$ cat config.mk
export PLATFORM = sky130hd
export DESIGN_NAME = riscv_instr_fetch_ctrl_flat
export DESIGN_NICKNAME = d
export VERILOG_FILES = /design/src/rtl/riscv_instr_fetch_ctrl_if.sv /design/src/rtl/riscv_instr_fetch_ctrl.sv /design/src/flat_wrapper.sv
export SDC_FILE = /design/constraint.sdc
export NUM_CORES = 1
export LEC_CHECK = 0
export CORE_ASPECT_RATIO = 0.7
export CORE_MARGIN = 1
export CORE_UTILIZATION = 45
export DETAILED_ROUTE_END_ITERATION = 10
export DONT_BUFFER_PORTS = 1
export PLACE_DENSITY = 0.66
export SLEW_MARGIN = 20
export SYNTH_ARGS = -nofsm -noshare
export SYNTH_HDL_FRONTEND = slang
export SYNTH_SLANG_ARGS = --single-unit
export TNS_END_PERCENT = 30
$ cat constraint.sdc
create_clock -name clk -period 10.1 [get_ports clk]
set_clock_uncertainty 0.15 [all_clocks]
set_input_delay 2.525 -clock clk [delete_from_list [all_inputs] [get_ports clk]]
set_output_delay 2.525 -clock clk [all_outputs]
set_load 0.02 [all_outputs]
$ cat src/rtl/riscv_instr_fetch_ctrl_if.sv
// Instruction-memory request/response bus plus the fetch-FIFO push port of riscv_instr_fetch_ctrl.
// With FETCH_DIFT_TAG_EN defined, a 4-bit response tag travels from memory to the FIFO.
interface riscv_instr_fetch_ctrl_if;
  logic        fifo_clear_o;
  logic        fifo_valid_o;
  logic        fifo_ready_i;
  logic [31:0] fifo_addr_o;
  logic [31:0] fifo_rdata_o;
  logic        instr_req_o;
  logic [31:0] instr_addr_o;
  logic        instr_gnt_i;
  logic        instr_rvalid_i;
  logic [31:0] instr_rdata_i;
`ifdef FETCH_DIFT_TAG_EN
  logic [3:0]  instr_rtag_i;
  logic [3:0]  fifo_rtag_o;
`endif

  modport master (
    output fifo_clear_o, fifo_valid_o, fifo_addr_o, fifo_rdata_o, instr_req_o, instr_addr_o,
    input  fifo_ready_i, instr_gnt_i, instr_rvalid_i, instr_rdata_i
`ifdef FETCH_DIFT_TAG_EN
    , input instr_rtag_i, output fifo_rtag_o
`endif
  );

  modport slave (
    input  fifo_clear_o, fifo_valid_o, fifo_addr_o, fifo_rdata_o, instr_req_o, instr_addr_o,
    output fifo_ready_i, instr_gnt_i, instr_rvalid_i, instr_rdata_i
`ifdef FETCH_DIFT_TAG_EN
    , output instr_rtag_i, input fifo_rtag_o
`endif
  );
endinterface

$ cat src/rtl/riscv_instr_fetch_ctrl.sv
// Fetch producer: issues word-aligned instruction requests, squashes redirected responses and
// buffers surviving words for the fetch FIFO. Optional response tag via FETCH_DIFT_TAG_EN.
module riscv_instr_fetch_ctrl #(
  parameter int MAX_OUTSTANDING = 2
) (
  input  logic                            clk,
  input  logic                            rst_n,
  input  logic                            fetch_enable_i,
  input  logic                            branch_i,
  input  logic [31:0]                     branch_addr_i,
  output logic                            busy_o,
  riscv_instr_fetch_ctrl_if.master        bus
);
  localparam int               PTR_W     = (MAX_OUTSTANDING > 1) ? $clog2(MAX_OUTSTANDING) : 1;
  localparam logic [2:0]       MAX_CNT   = 3'(MAX_OUTSTANDING);
  localparam logic [PTR_W-1:0] LAST_SLOT = PTR_W'(MAX_OUTSTANDING - 1);

  localparam logic [1:0] IDLE  = 2'd0;
  localparam logic [1:0] ISSUE = 2'd1;
  localparam logic [1:0] HOLD  = 2'd2;

  logic [1:0]       state_q, state_d;
  logic [2:0]       pending_q, pending_d;
  logic [2:0]       discard_q, discard_d;
  logic [2:0]       buf_count_q, buf_count_d;
  logic             stale_hold_q, stale_hold_d;
  logic [31:0]      fetch_addr_q, fetch_addr_d;
  logic [31:0]      resp_addr_q, resp_addr_d;
  logic [31:0]      hold_addr_q;
  logic [PTR_W-1:0] wr_ptr_q, rd_ptr_q;

  logic [31:0]      buf_addr  [MAX_OUTSTANDING];
  logic [31:0]      buf_rdata [MAX_OUTSTANDING];
`ifdef FETCH_DIFT_TAG_EN
  logic [3:0]       buf_rtag  [MAX_OUTSTANDING];
`endif

  logic credit, req, gnt_ev, rvalid_ev, push, pop, buf_empty;
  logic unused_addr_bit0;

  assign unused_addr_bit0 = branch_addr_i[0];

  function automatic logic [PTR_W-1:0] next_slot(input logic [PTR_W-1:0] p);
    return (p == LAST_SLOT) ? '0 : p + 1'b1;
  endfunction

  // Words already in the buffer count against credit so every response always has a slot.
  assign buf_empty = (buf_count_q == '0);
  assign credit    = ({1'b0, pending_q} + {1'b0, buf_count_q}) < {1'b0, MAX_CNT};

  always_comb begin
    req = 1'b0;
    case (state_q)
      ISSUE:   req = credit & fetch_enable_i & ~branch_i;
      HOLD:    req = 1'b1;
      default: req = 1'b0;
    endcase
  end

  assign gnt_ev    = req & bus.instr_gnt_i;
  assign rvalid_ev = bus.instr_rvalid_i & (pending_q != '0);
  assign push      = rvalid_ev & (discard_q == '0) & ~branch_i;
  assign pop       = ~buf_empty & bus.fifo_ready_i & ~branch_i;
  assign pending_d = pending_q + 3'(gnt_ev) - 3'(rvalid_ev);

  always_comb begin
    state_d = state_q;
    case (state_q)
      IDLE:    if (branch_i || fetch_enable_i) state_d = ISSUE;
      ISSUE: begin
        if (req && !bus.instr_gnt_i)                state_d = HOLD;
        else if (!fetch_enable_i && !branch_i)      state_d = IDLE;
      end
      HOLD:    if (bus.instr_gnt_i) state_d = ISSUE;
      default: state_d = IDLE;
    endcase
  end

  // A held request that outlives a branch is still counted as stale when it is finally granted.
  always_comb begin
    discard_d    = discard_q;
    stale_hold_d = stale_hold_q;
    if (gnt_ev) stale_hold_d = 1'b0;
    if (branch_i) begin
      discard_d = pending_d;
      if (state_q == HOLD && !gnt_ev) stale_hold_d = 1'b1;
    end else begin
      if (rvalid_ev && discard_q != '0) discard_d = discard_d - 3'd1;
      if (gnt_ev && stale_hold_q)       discard_d = discard_d + 3'd1;
    end
  end

  always_comb begin
    fetch_addr_d = fetch_addr_q;
    resp_addr_d  = resp_addr_q;
    if (branch_i) begin
      fetch_addr_d = {branch_addr_i[31:2], 2'b00};
      resp_addr_d  = {branch_addr_i[31:1], 1'b0};
    end else begin
      if (gnt_ev && !stale_hold_q) fetch_addr_d = fetch_addr_q + 32'd4;
      if (push)                    resp_addr_d  = {resp_addr_q[31:2], 2'b00} + 32'd4;
    end
  end

  always_comb begin
    buf_count_d = buf_count_q + 3'(push) - 3'(pop);
    if (branch_i) buf_count_d = '0;
  end

  always_ff @(posedge clk) begin
    if (!rst_n) begin
      state_q      <= IDLE;
      pending_q    <= '0;
      discard_q    <= '0;
      buf_count_q  <= '0;
      stale_hold_q <= 1'b0;
      fetch_addr_q <= '0;
      resp_addr_q  <= '0;
      wr_ptr_q     <= '0;
      rd_ptr_q     <= '0;
    end else begin
      state_q      <= state_d;
      pending_q    <= pending_d;
      discard_q    <= discard_d;
      buf_count_q  <= buf_count_d;
      stale_hold_q <= stale_hold_d;
      fetch_addr_q <= fetch_addr_d;
      resp_addr_q  <= resp_addr_d;
      if (branch_i) begin
        wr_ptr_q <= '0;
        rd_ptr_q <= '0;
      end else begin
        if (push) wr_ptr_q <= next_slot(wr_ptr_q);
        if (pop)  rd_ptr_q <= next_slot(rd_ptr_q);
      end
    end
  end

  always_ff @(posedge clk) begin
    if (state_q == ISSUE && req && !bus.instr_gnt_i) hold_addr_q <= fetch_addr_q;
    if (push) begin
      buf_addr[wr_ptr_q]  <= resp_addr_q;
      buf_rdata[wr_ptr_q] <= bus.instr_rdata_i;
`ifdef FETCH_DIFT_TAG_EN
      buf_rtag[wr_ptr_q]  <= bus.instr_rtag_i;
`endif
    end
  end

  always_ff @(posedge clk) begin
    if (rst_n) begin
      assert (!(bus.instr_rvalid_i && pending_q == '0))
        else $error("instr_rvalid_i with no outstanding request");
    end
  end

  assign bus.instr_req_o  = req;
  assign bus.instr_addr_o = (state_q == HOLD) ? hold_addr_q : fetch_addr_q;
  assign bus.fifo_clear_o = branch_i;
  assign bus.fifo_valid_o = ~buf_empty;
  assign bus.fifo_addr_o  = buf_empty ? '0 : buf_addr[rd_ptr_q];
  assign bus.fifo_rdata_o = buf_empty ? '0 : buf_rdata[rd_ptr_q];
`ifdef FETCH_DIFT_TAG_EN
  assign bus.fifo_rtag_o  = buf_empty ? '0 : buf_rtag[rd_ptr_q];
`endif
  assign busy_o = (pending_q != '0) | (state_q == HOLD) | ~buf_empty;
endmodule

$ cat src/flat_wrapper.sv
// flat-port wrapper written by rule: the top's interface ports become plain ports
module riscv_instr_fetch_ctrl_flat 
#(
  parameter int MAX_OUTSTANDING = 2
)
  (clk, rst_n, fetch_enable_i, branch_i, branch_addr_i, busy_o, bus_fifo_clear_o, bus_fifo_valid_o, bus_fifo_addr_o, bus_fifo_rdata_o, bus_instr_req_o, bus_instr_addr_o, bus_fifo_ready_i, bus_instr_gnt_i, bus_instr_rvalid_i, bus_instr_rdata_i);
  riscv_instr_fetch_ctrl_if bus_i ();
  input  logic clk;
  input  logic rst_n;
  input  logic fetch_enable_i;
  input  logic branch_i;
  input  logic [31:0] branch_addr_i;
  output logic busy_o;
  output wire logic [$bits(bus_i.fifo_clear_o)-1:0] bus_fifo_clear_o;
  output wire logic [$bits(bus_i.fifo_valid_o)-1:0] bus_fifo_valid_o;
  output wire logic [$bits(bus_i.fifo_addr_o)-1:0] bus_fifo_addr_o;
  output wire logic [$bits(bus_i.fifo_rdata_o)-1:0] bus_fifo_rdata_o;
  output wire logic [$bits(bus_i.instr_req_o)-1:0] bus_instr_req_o;
  output wire logic [$bits(bus_i.instr_addr_o)-1:0] bus_instr_addr_o;
  input wire logic [$bits(bus_i.fifo_ready_i)-1:0] bus_fifo_ready_i;
  input wire logic [$bits(bus_i.instr_gnt_i)-1:0] bus_instr_gnt_i;
  input wire logic [$bits(bus_i.instr_rvalid_i)-1:0] bus_instr_rvalid_i;
  input wire logic [$bits(bus_i.instr_rdata_i)-1:0] bus_instr_rdata_i;
  assign bus_fifo_clear_o = bus_i.fifo_clear_o;
  assign bus_fifo_valid_o = bus_i.fifo_valid_o;
  assign bus_fifo_addr_o = bus_i.fifo_addr_o;
  assign bus_fifo_rdata_o = bus_i.fifo_rdata_o;
  assign bus_instr_req_o = bus_i.instr_req_o;
  assign bus_instr_addr_o = bus_i.instr_addr_o;
  assign bus_i.fifo_ready_i = bus_fifo_ready_i;
  assign bus_i.instr_gnt_i = bus_instr_gnt_i;
  assign bus_i.instr_rvalid_i = bus_instr_rvalid_i;
  assign bus_i.instr_rdata_i = bus_instr_rdata_i;
  riscv_instr_fetch_ctrl #(.MAX_OUTSTANDING(MAX_OUTSTANDING)) u_core (.clk(clk), .rst_n(rst_n), .fetch_enable_i(fetch_enable_i), .branch_i(branch_i), .branch_addr_i(branch_addr_i), .busy_o(busy_o), .bus(bus_i));
endmodule
==> flow_summary_export.csv, run 1 <==
group,metric,value,unit
sta,rsz0062_at_grt,"false",
setup_path,r2r-end,"u_core.fetch_addr_q[26]",
sta,post-route-period-util,60.2,%
flow_run,maxcap_violations,0,
logic_synthesis,synth-compound-area-share,8.54,%
sta,setup_total_neg_slack,0,ps
route,detail_route.vias_per_cell,5.65,
floorplan,fp.coreArea,22000,sq um
setup_path,worst_setup_path_startpoint,"fetch_enable_i",
global_route,antenna_found_initial,0,
sta,finalWorstPathRequiredPeriod,6080,ps
layout,layout-drive-gt1-share,9.13,%
sta,worst_slew_pin_slew,1160,ps
clock_network,cts_hold_buf,0,
logic_synthesis,synth-xor-area-share,4.21,%
worst_hold_path,min_delay_worst_endpoint,"u_core.buf_addr[1][1]",
logic_synthesis,synth_top_area_share,46.0,%
route,drt_drc_violations_left,0,
sta,final.hold.worst_slack,322,ps
power,power_frac_clock,36.2,%
global_route,gr_ovfl_total,0,
sta,max_freq,0.164,GHz
power,vdd_drop_max,0.129,mV
floorplan,site_rows,45,
logic_synthesis,portion_of_the_post_synthesis_area_used_by_sequential_elements,60.9,%
logic_synthesis,yosysWarningCount,0,
logic_synthesis,synthSimpleGateAreaFrac,11.3,%
sta,maxSlewHeadroom,22.1,%
place,buffers_on_ports,0,
route,routed_wirelength,21.8,mm
logic_synthesis,syn-mean-instance-area,12.2,sq um
clock_network,ctsRootBufferMaster,"clkbuf_16",
setup_path,rr_worst_depth,8,
logic_synthesis,synth_fa_ha_area_share,2.43,%
logic_synthesis,share_of_cell_area_taken_by_muxes_after_synthesis,9.77,%
floorplan,die_h,128,um
logic_synthesis,combinational_family_with_the_most_area_after_synthesis,"simple AND/OR/NAND/NOR gates",
global_route,global_route.usage.total,18.5,%
clock_network,clock_sink_count,232,
place,placed_cells,1084,
layout,layout_common_cells,"edfxtp_1, nor2_1, dfxtp_1",
setup_path,cp_data_required_time,7430,ps
setup_path,worst-path-max-fanout,4,
global_route,grt_pass1_vias,5732,
power,p_leak,3.59,nW
setup_path,start_kind,"input pin",
logic_synthesis,synth_flop_cell,"edfxtp_1",
logic_synthesis,yosysUniqueCellTypes,55,
logic_synthesis,synth_area_leader_cell,"edfxtp_1",
clock_network,cts_made_buffers,23,
setup_path,crit_slowest_cell,"a2111o_1",
logic_synthesis,syn_area,10200,sq um
layout,most_common_cell_after_layout_fill_and_taps_aside,"edfxtp_1",
global_route,grt_pass1_wl,33.4,mm
clock_network,cts_buffer_depth,3,
worst_hold_path,worstHoldPathType,"flop to flop",
clock_network,worstSkewPairLatency,500,ps
clock_network,number_of_h_tree_levels,1,
worst_hold_path,worstHoldPathCells,0,
power,p_per_cell_area,198,nW/um^2
route,drt_first_pass_iters,5,
floorplan,die_width,182,um
setup_path,timing.reg2reg.setup_slack,6760,ps
layout,diodes,0,
logic_synthesis,synth_top_cells_by_area,"edfxtp_1, dfxtp_1, mux2i_1",
power,netSwitchingFraction,26.1,%
clock_network,cts_tree,"done",
clock_network,cts_resized,0,
place,detailedPlacementHpwl,14.5,mm
floorplan,io-pin-count,171,
setup_path,setup.worst_path.end_class,"primary output",
route,antenna_violating_nets_post_route,0,
logic_synthesis,number_of_storage_elements_in_the_synthesis_netlist,232,
sta,final-setup-viol-count,0,
route,detail_route.iter0.violations,434,
logic_synthesis,synth_edf_count,156,
sta,timing_max_transition_violations_final,0,
floorplan,initial_utilization,46.4,%
clock_network,post-cts-setup-buffers,0,
status,status,"finished, final reports clean",
layout,nets,916,
setup_path,startpoint_of_the_most_critical_register_to_register_path,"u_core.buf_count_q[1]",
power,totalPowerFinal,2.20,mW
route,avgRoutedWirePerCell,19.4,um
clock_network,clkTransAtPathRegs,60,ps
floorplan,fp.dieArea,23200,sq um
setup_path,timing.critical_path.slowest_cell_delay,490,ps
global_route,grt_max_degree,65,
layout,post-route-util,50.7,%
route,route.vias.total,6358,
power,switching_power,0.574,mW
layout,fillers,1955,
setup_path,worst-endpoint-arrival,3410,ps
sta,final-hold-violation-count,0,
power,share_comb_of_total_power,12.4,%
worst_hold_path,min-delay-start,"u_core.resp_addr_q[1]",
logic_synthesis,postSynthCellCount,838,
power,seqPwrFrac,51.4,%
place,gp_congestion,0.831,
power,cell_internal_pwr,1.63,mW
setup_path,timing.critical_path.cells,"nand4b_1 > a2111o_1 > nand2_1",
layout,finalNonFillerCells,1125,
layout,synthToLayoutAreaGrowth,9.29,%
setup_path,critPathKind,"input pin to primary output",
logic_synthesis,asyncSetResetFlopFracSynth,0,%
worst max path at each step:
stage	endpoint	slack, ps	cells after the start
2_1_floorplan	u_core.buf_addr[0][10]	2110	3
3_3_place_gp	bus_instr_req_o	4040	3
3_5_place_dp	bus_instr_req_o	4030	3
4_1_cts	bus_instr_req_o	4030	3
5_1_grt	bus_instr_req_o	4000	3
6_report	bus_instr_req_o	4020	3
cell families (layout without fill, tap and decap cells):
logic type      after synthesis  after routing
simple gates                235            235
flops                       232            232
compound gates              138            138
mux                          96             96
buf+inv                      69             72
xor+xnor                     49             49
fa+ha+maj                    18             18
other cells                   1              3
Yosys cell counts, drive strengths merged (2+ instances only):
cell type / n
o31ai: 3
nand3: 20
nor4: 12
clkbuf: 39
o31a: 2
buf: 8
a31oi: 9
xnor2: 25
inv: 22
and4: 6
a211o: 2
mux2i: 69
nand2: 38
fa: 3
a21o: 2
edfxtp: 156
nand4: 13
o21a: 3
or3: 12
nor4b: 5
nand2b: 3
or4: 2
o2111ai: 6
nor3: 13
and3: 7
a211oi: 4
mux2: 27
a21boi: 4
dfxtp: 76
o21ai: 40
o211ai: 6
ha: 15
o211a: 2
nand3b: 2
and2: 11
xor2: 24
a21oi: 45
nor2: 88
layer usage:
| layer | global-route usage (%) | vias to the layer above | wire length, um |
|---|---|---|---|
| met4 | 3.44 | 0 | 261 |
| met3 | 3.81 | 21 | 1470 |
| met1 | 28.1 | 3078 | 10500 |
| met2 | 27.5 | 185 | 9560 |
| li1 | - | 3074 | - |
| met5 | 0 | - | 0 |
worst max-delay path, delay by kind of cell:
family          cells  cell delay [ps]
compound gates      1              490
simple gates        2              400
metrics by stage:
step | area, sq um | setup slack, ps
detailed placement | 10400 | 4030
floorplan | 10200 | 2110
CTS | 11100 | 4030
finish | 11100 | 4020
global placement | 10400 | 4040
global route | 11100 | 4000
flip-flops by register name (all words and copies together), names as in the netlist, 2 cells and up, named ones only:
register and cells:
u_core.buf_addr 62, u_core.buf_count_q 3, u_core.buf_rdata 64, u_core.discard_q 3
u_core.fetch_addr_q 30, u_core.hold_addr_q 30, u_core.pending_q 3, u_core.resp_addr_q 31
u_core.state_q 2
power groups by stage:
stage	Sequential, mW	Clock [mW]	Combinational [mW]
after detailed placement	1.15	0	0.275
after CTS	1.13	0.818	0.277
after global routing	1.14	0.858	0.300
after floorplan	1.14	0	0.225
final	1.13	0.796	0.273
after global placement	1.15	0	0.271
layout make-up:
| cell class | count | area [sq um] | share of cell area, % |
|---|---|---|---|
| Timing Repair Buffer | 9 | 67.6 | 0.607 |
| Clock buffer | 26 | 597 | 5.36 |
| Multi-Input combinational cell | 539 | 3720 | 33.4 |
| Inverter | 22 | 82.6 | 0.742 |
| Sequential cell | 232 | 6210 | 55.8 |
| Clock inverter | 15 | 97.6 | 0.877 |
| Tap cell | 282 | 353 | 3.17 |
No activity file was read; power rests on OpenSTA's default activity.
==> run 2: changes to the inputs <==
PLACE_DENSITY = 0.68   (was 0.66)
clock period = 5.32 ns   (was 10.1 ns; I/O delays follow)
==> run 2 against run 1 <==
Effect of this change: total power rose by 91%; worst setup slack got worse by 2800 ps; sequential power rose by 90%; largest cell class unchanged; largest power group unchanged.
==> flow_summary_export.csv, run 2 (synthesized netlist as in run 1, its figures left out) <==
group,metric,value,unit
sta,maxSlewHeadroom,27.4,%
clock_network,cts_resized,0,
sta,setup_total_neg_slack,0,ps
layout,largest_register_ffs,64,
power,cell_internal_pwr,3.14,mW
floorplan,site_rows,45,
global_route,global_route.usage.total,19.0,%
sta,timing_max_transition_violations_final,0,
worst_hold_path,min-delay-start,"u_core.resp_addr_q[1]",
sta,post-route-period-util,76.5,%
floorplan,die_width,182,um
layout,post-route-util,50.9,%
floorplan,die_h,128,um
setup_path,cp_data_required_time,3840,ps
flow_run,maxcap_violations,0,
clock_network,post-cts-setup-buffers,0,
global_route,grt_pass1_wl,34.4,mm
layout,finalNonFillerCells,1126,
route,detail_route.iter0.violations,430,
power,share_comb_of_total_power,12.3,%
layout,top_regs,"u_core.buf_rdata x64, u_core.buf_addr x62, u_core.resp_addr_q x31",
layout,layout_common_cells,"edfxtp_1, nor2_1, dfxtp_1",
global_route,gr_ovfl_total,0,
floorplan,fp.coreArea,22000,sq um
route,antenna_violating_nets_post_route,0,
floorplan,initial_utilization,46.4,%
place,buffers_on_ports,0,
route,route.vias.total,6460,
power,switching_power,1.07,mW
floorplan,io-pin-count,171,
layout,most_common_cell_after_layout_fill_and_taps_aside,"edfxtp_1",
power,vdd_drop_max,0.212,mV
setup_path,setup.worst_path.end_class,"primary output",
sta,final-setup-viol-count,0,
clock_network,ctsRootBufferMaster,"clkbuf_16",
clock_network,cts_made_buffers,23,
floorplan,fp.dieArea,23200,sq um
route,drt_drc_violations_left,0,
clock_network,cts_buffer_depth,3,
worst_hold_path,min_delay_worst_endpoint,"u_core.buf_addr[1][1]",
setup_path,rr_worst_depth,7,
place,gp_congestion,0.857,
global_route,grt_pass1_vias,6008,
power,power_frac_clock,36.7,%
power,seqPwrFrac,51.0,%
setup_path,start_kind,"flop",
place,detailedPlacementHpwl,14.9,mm
route,drt_first_pass_iters,5,
clock_network,number_of_h_tree_levels,1,
sta,final-hold-violation-count,0,
setup_path,worst-path-max-fanout,4,
sta,rsz0062_at_grt,"false",
layout,finish.instance_area,11200,sq um
setup_path,startpoint_of_the_most_critical_register_to_register_path,"u_core.buf_count_q[1]",
setup_path,worst-endpoint-arrival,2590,ps
place,placed_cells,1084,
setup_path,critPathKind,"flop to primary output",
sta,worst_slew_pin_slew,1080,ps
status,status,"finished, final reports clean",
clock_network,clock_sink_count,232,
clock_network,clkTransAtPathRegs,60,ps
power,netSwitchingFraction,25.4,%
sta,finalWorstPathRequiredPeriod,4070,ps
route,avgRoutedWirePerCell,19.8,um
clock_network,worstSkewPairLatency,500,ps
clock_network,cts_hold_buf,0,
power,p_per_cell_area,377,nW/um^2
clock_network,cts_tree,"done",
setup_path,timing.reg2reg.setup_slack,1800,ps
layout,layout-drive-gt1-share,8.54,%
worst_hold_path,worstHoldPathCells,0,
layout,nets,916,
global_route,antenna_found_initial,1,
sta,max_freq,0.246,GHz
place,post_dp_area,10500,sq um
global_route,grt_max_degree,65,
layout,registers.top_by_ff_count,"u_core.buf_rdata",
worst_hold_path,worstHoldPathType,"flop to flop",
power,p_leak,3.59,nW
route,routed_wirelength,22.3,mm
layout,synthToLayoutAreaGrowth,9.68,%
setup_path,r2r-end,"u_core.fetch_addr_q[26]",
route,detail_route.vias_per_cell,5.74,
-- run 2: cell types whose count changed in the layout (fill, tap and decap cells not counted), sizes merged --
cell    before  now
clkinv      14    4
diode        0    1
clkbuf      26   36
-- run 2: critical path, stage by stage (launching register included) --
cell	delay, ps
dfxtp_1	430
inv_1	120
fa_1	440
a311o_1	380
a2111o_1	480
nand2_1	240
-- run 2: area by class of cell --
cell class | count | area [sq um]
Clock inverter | 5 | 47.5
Inverter | 22 | 82.6
Clock buffer | 36 | 666
Timing Repair Buffer | 9 | 80.1
Antenna cell | 1 | 2.50
Sequential cell | 232 | 6210
Tap cell | 282 | 353
Fill cell | 1943 | 10800
Multi-Input combinational cell | 539 | 3730
-- run 2: power by group through the flow --
stage	Combinational [mW]	Sequential [mW]	Clock, mW
6_report	0.516	2.15	1.55
5_1_grt	0.579	2.16	1.65
4_1_cts	0.527	2.15	1.58
3_5_place_dp	0.524	2.19	0
3_3_place_gp	0.512	2.18	0
2_1_floorplan	0.429	2.16	0
-- run 2: worst max-delay path by stage --
stage                                     start                     end  cells after the start
final                     u_core.buf_count_q[1]         bus_instr_req_o                      5
after global routing      u_core.buf_count_q[1]         bus_instr_req_o                      5
after CTS                 u_core.buf_count_q[1]         bus_instr_req_o                      5
after detailed placement         fetch_enable_i         bus_instr_req_o                      3
after global placement           fetch_enable_i         bus_instr_req_o                      3
after floorplan                        branch_i  u_core.buf_addr[0][10]                      3
-- run 2: metal layers --
layer  global-route usage, %  vias up  share of wire (%)
met5                       0        -                  0
met4                    4.44        0                1.9
met3                    3.61       34                6.2
met1                    27.9     3159                 48
li1                        -     3071                  -
met2                    28.9      196                 44
-- run 2: per-stage QoR --
stage / worst slack, ps / total power [mW] / hold WS (ps)
3_3_place_gp: 1650 / 2.69 / 292
5_1_grt: 1140 / 4.40 / 327
4_1_cts: 1240 / 4.26 / 324
2_1_floorplan: 497 / 2.59 / 275
3_5_place_dp: 1630 / 2.71 / 309
6_report: 1250 / 4.21 / 322
==> run 3: changes to the inputs <==
clock period = 3.3 ns   (was 5.32 ns; I/O delays follow)
==> run 3 against run 2 <==
Effect of this change: first-iteration DRC count is 20% higher; worst hold slack worse by 60 ps; via count is 1.2% higher; worst setup slack worse by 1200 ps; sequential power is 61% higher; largest power group unchanged.
==> flow_summary_export.csv, run 3 (synthesized netlist as in run 1, its figures left out) <==
group,metric,value,unit
layout,multi_input_comb_area,3730,sq um
layout,top_regs,"u_core.buf_rdata x64, u_core.buf_addr x62, u_core.resp_addr_q x31",
setup_path,setup.worst_path.end_class,"primary output",
global_route,antenna_found_initial,1,
layout,nets,930,
route,detail_route.vias_per_cell,5.73,
worst_hold_path,min_delay_worst_endpoint,"u_core.buf_rdata[0][23]",
global_route,gr_ovfl_total,0,
layout,synthToLayoutAreaGrowth,11.9,%
place,gp_congestion,0.829,
route,drt_first_pass_iters,5,
floorplan,initial_utilization,46.4,%
floorplan,fp.dieArea,23200,sq um
layout,registers.top_by_ff_count,"u_core.buf_rdata",
sta,final-setup-viol-count,0,
setup_path,start_kind,"flop",
worst_hold_path,worstHoldPathCells,0,
power,p_per_cell_area,604,nW/um^2
setup_path,worst-endpoint-arrival,2260,ps
sta,max_freq,0.310,GHz
global_route,grt_pass1_wl,34.7,mm
layout,layout_common_cells,"edfxtp_1, nor2_1, dfxtp_1",
global_route,grt_max_degree,64,
sta,setup_total_neg_slack,0,ps
place,detailedPlacementHpwl,15.3,mm
sta,maxSlewHeadroom,42.9,%
sta,post-route-period-util,97.9,%
clock_network,ctsRootBufferMaster,"clkbuf_16",
clock_network,cts_hold_buf,0,
floorplan,site_rows,45,
status,status,"finished, final reports clean",
route,avgRoutedWirePerCell,19.5,um
setup_path,r2r-end,"u_core.fetch_addr_q[17]",
clock_network,clock_sink_count,232,
clock_network,clkTransAtPathRegs,60,ps
route,route.vias.total,6536,
global_route,global_route.usage.total,19.1,%
setup_path,timing.reg2reg.setup_slack,140,ps
clock_network,worstSkewPairLatency,510,ps
sta,timing_max_transition_violations_final,0,
layout,post-route-util,51.9,%
setup_path,rr_worst_depth,10,
worst_hold_path,worstHoldPathType,"input pin to flop",
layout,most_common_cell_after_layout_fill_and_taps_aside,"edfxtp_1",
route,drt_drc_violations_left,0,
floorplan,die_h,128,um
floorplan,die_width,182,um
floorplan,fp.coreArea,22000,sq um
floorplan,io-pin-count,171,
route,detail_route.iter0.violations,514,
power,p_leak,3.71,nW
global_route,grt_pass1_vias,6230,
sta,rsz0062_at_grt,"false",
clock_network,number_of_h_tree_levels,1,
power,vdd_drop_max,0.370,mV
clock_network,cts_made_buffers,23,
clock_network,cts_tree,"done",
flow_run,maxcap_violations,0,
place,buffers_on_ports,0,
layout,largest_register_ffs,64,
setup_path,startpoint_of_the_most_critical_register_to_register_path,"u_core.buf_count_q[1]",
setup_path,worst-path-max-fanout,4,
layout,layout-drive-gt1-share,12.0,%
layout,register_area,6220,sq um
route,antenna_violating_nets_post_route,0,
layout,fillers,1933,
sta,final-hold-violation-count,0,
setup_path,critPathKind,"flop to primary output",
sta,worst_slew_pin_slew,851,ps
setup_path,cp_data_required_time,2320,ps
sta,finalWorstPathRequiredPeriod,3230,ps
worst_hold_path,min-delay-start,"bus_instr_rdata_i[23]",
clock_network,cts_buffer_depth,3,
route,routed_wirelength,22.3,mm
## run 3: cell types whose count changed in the layout (fill, tap and decap cells not counted), moves of 2 or more
cell / delta
buf_4: +8
clkbuf_1: -7
buf_12: +6
clkbuf_8: +6
dfxtp_1: -4
clkinv_2: +3
dfxtp_2: +3
clkinv_1: -2
## run 3: critical path, cell delays in order, from the launching register on
cell and delay, ps:
dfxtp_2 360, nand2_1 80, fa_2 530, nand4b_1 170, a2111o_1 460, nand2_2 140
## run 3: worst max path at each step
stage | end | slack (ps) | startpoint
6_report | bus_instr_req_o | 70 | u_core.buf_count_q[0]
4_1_cts | bus_instr_req_o | 10 | u_core.pending_q[1]
3_5_place_dp | u_core.fetch_addr_q[17] | 140 | u_core.pending_q[1]
3_3_place_gp | u_core.fetch_addr_q[17] | 220 | u_core.pending_q[1]
2_1_floorplan | u_core.buf_addr[0][10] | 10 | bus_instr_rvalid_i
5_1_grt | bus_instr_req_o | 6 | u_core.buf_count_q[0]
## run 3: final cells by class
cell class | count | area share, %
diodes | 1 | 0.0220
clock buffers | 35 | 6.18
clock inverters | 7 | 0.362
inverters | 22 | 0.725
multi-input cells | 539 | 32.8
flip-flops and latches | 232 | 54.6
well taps | 282 | 3.10
repair buffers | 23 | 2.28
## run 3: repair_timing
action	4_1_cts	5_1_grt
endpoints found under the hold margin	0	0
resized for setup	2	6
pin swaps	3	4
setup endpoints to repair	1	1
buffers inserted	1	1
## run 3: where the power goes
group / switching [mW] / internal, mW
registers: 0.137 / 3.33
logic: 0.571 / 0.301
clock network: 1.08 / 1.47
total: 1.79 / 5.10
## run 3: per-stage QoR
| stage | total power [mW] | hold WS (ps) | instance area, sq um | cells | worst slack [ps] |
|---|---|---|---|---|---|
| global placement | 4.36 | 302 | 10600 | 1096 | 219 |
| floorplan | 4.17 | 275 | 10200 | 840 | 13.9 |
| global route | 7.19 | 232 | 11400 | 1141 | 5.91 |
| CTS | 6.95 | 236 | 11400 | 1139 | 14.3 |
| detailed placement | 4.39 | 297 | 10600 | 1096 | 141 |
| finish | 6.89 | 262 | 11400 | 1141 | 69.6 |
## run 3: layer usage
metal | vias up | part of all wire, % | GRT usage [%] | wire length, um
met5 | - | 0 | 0 | 0
met3 | 34 | 7.4 | 3.81 | 1650
met2 | 230 | 44 | 29.5 | 9770
met1 | 3164 | 47 | 27.6 | 10500
li1 | 3108 | - | - | -
met4 | 0 | 1.9 | 4.64 | 425
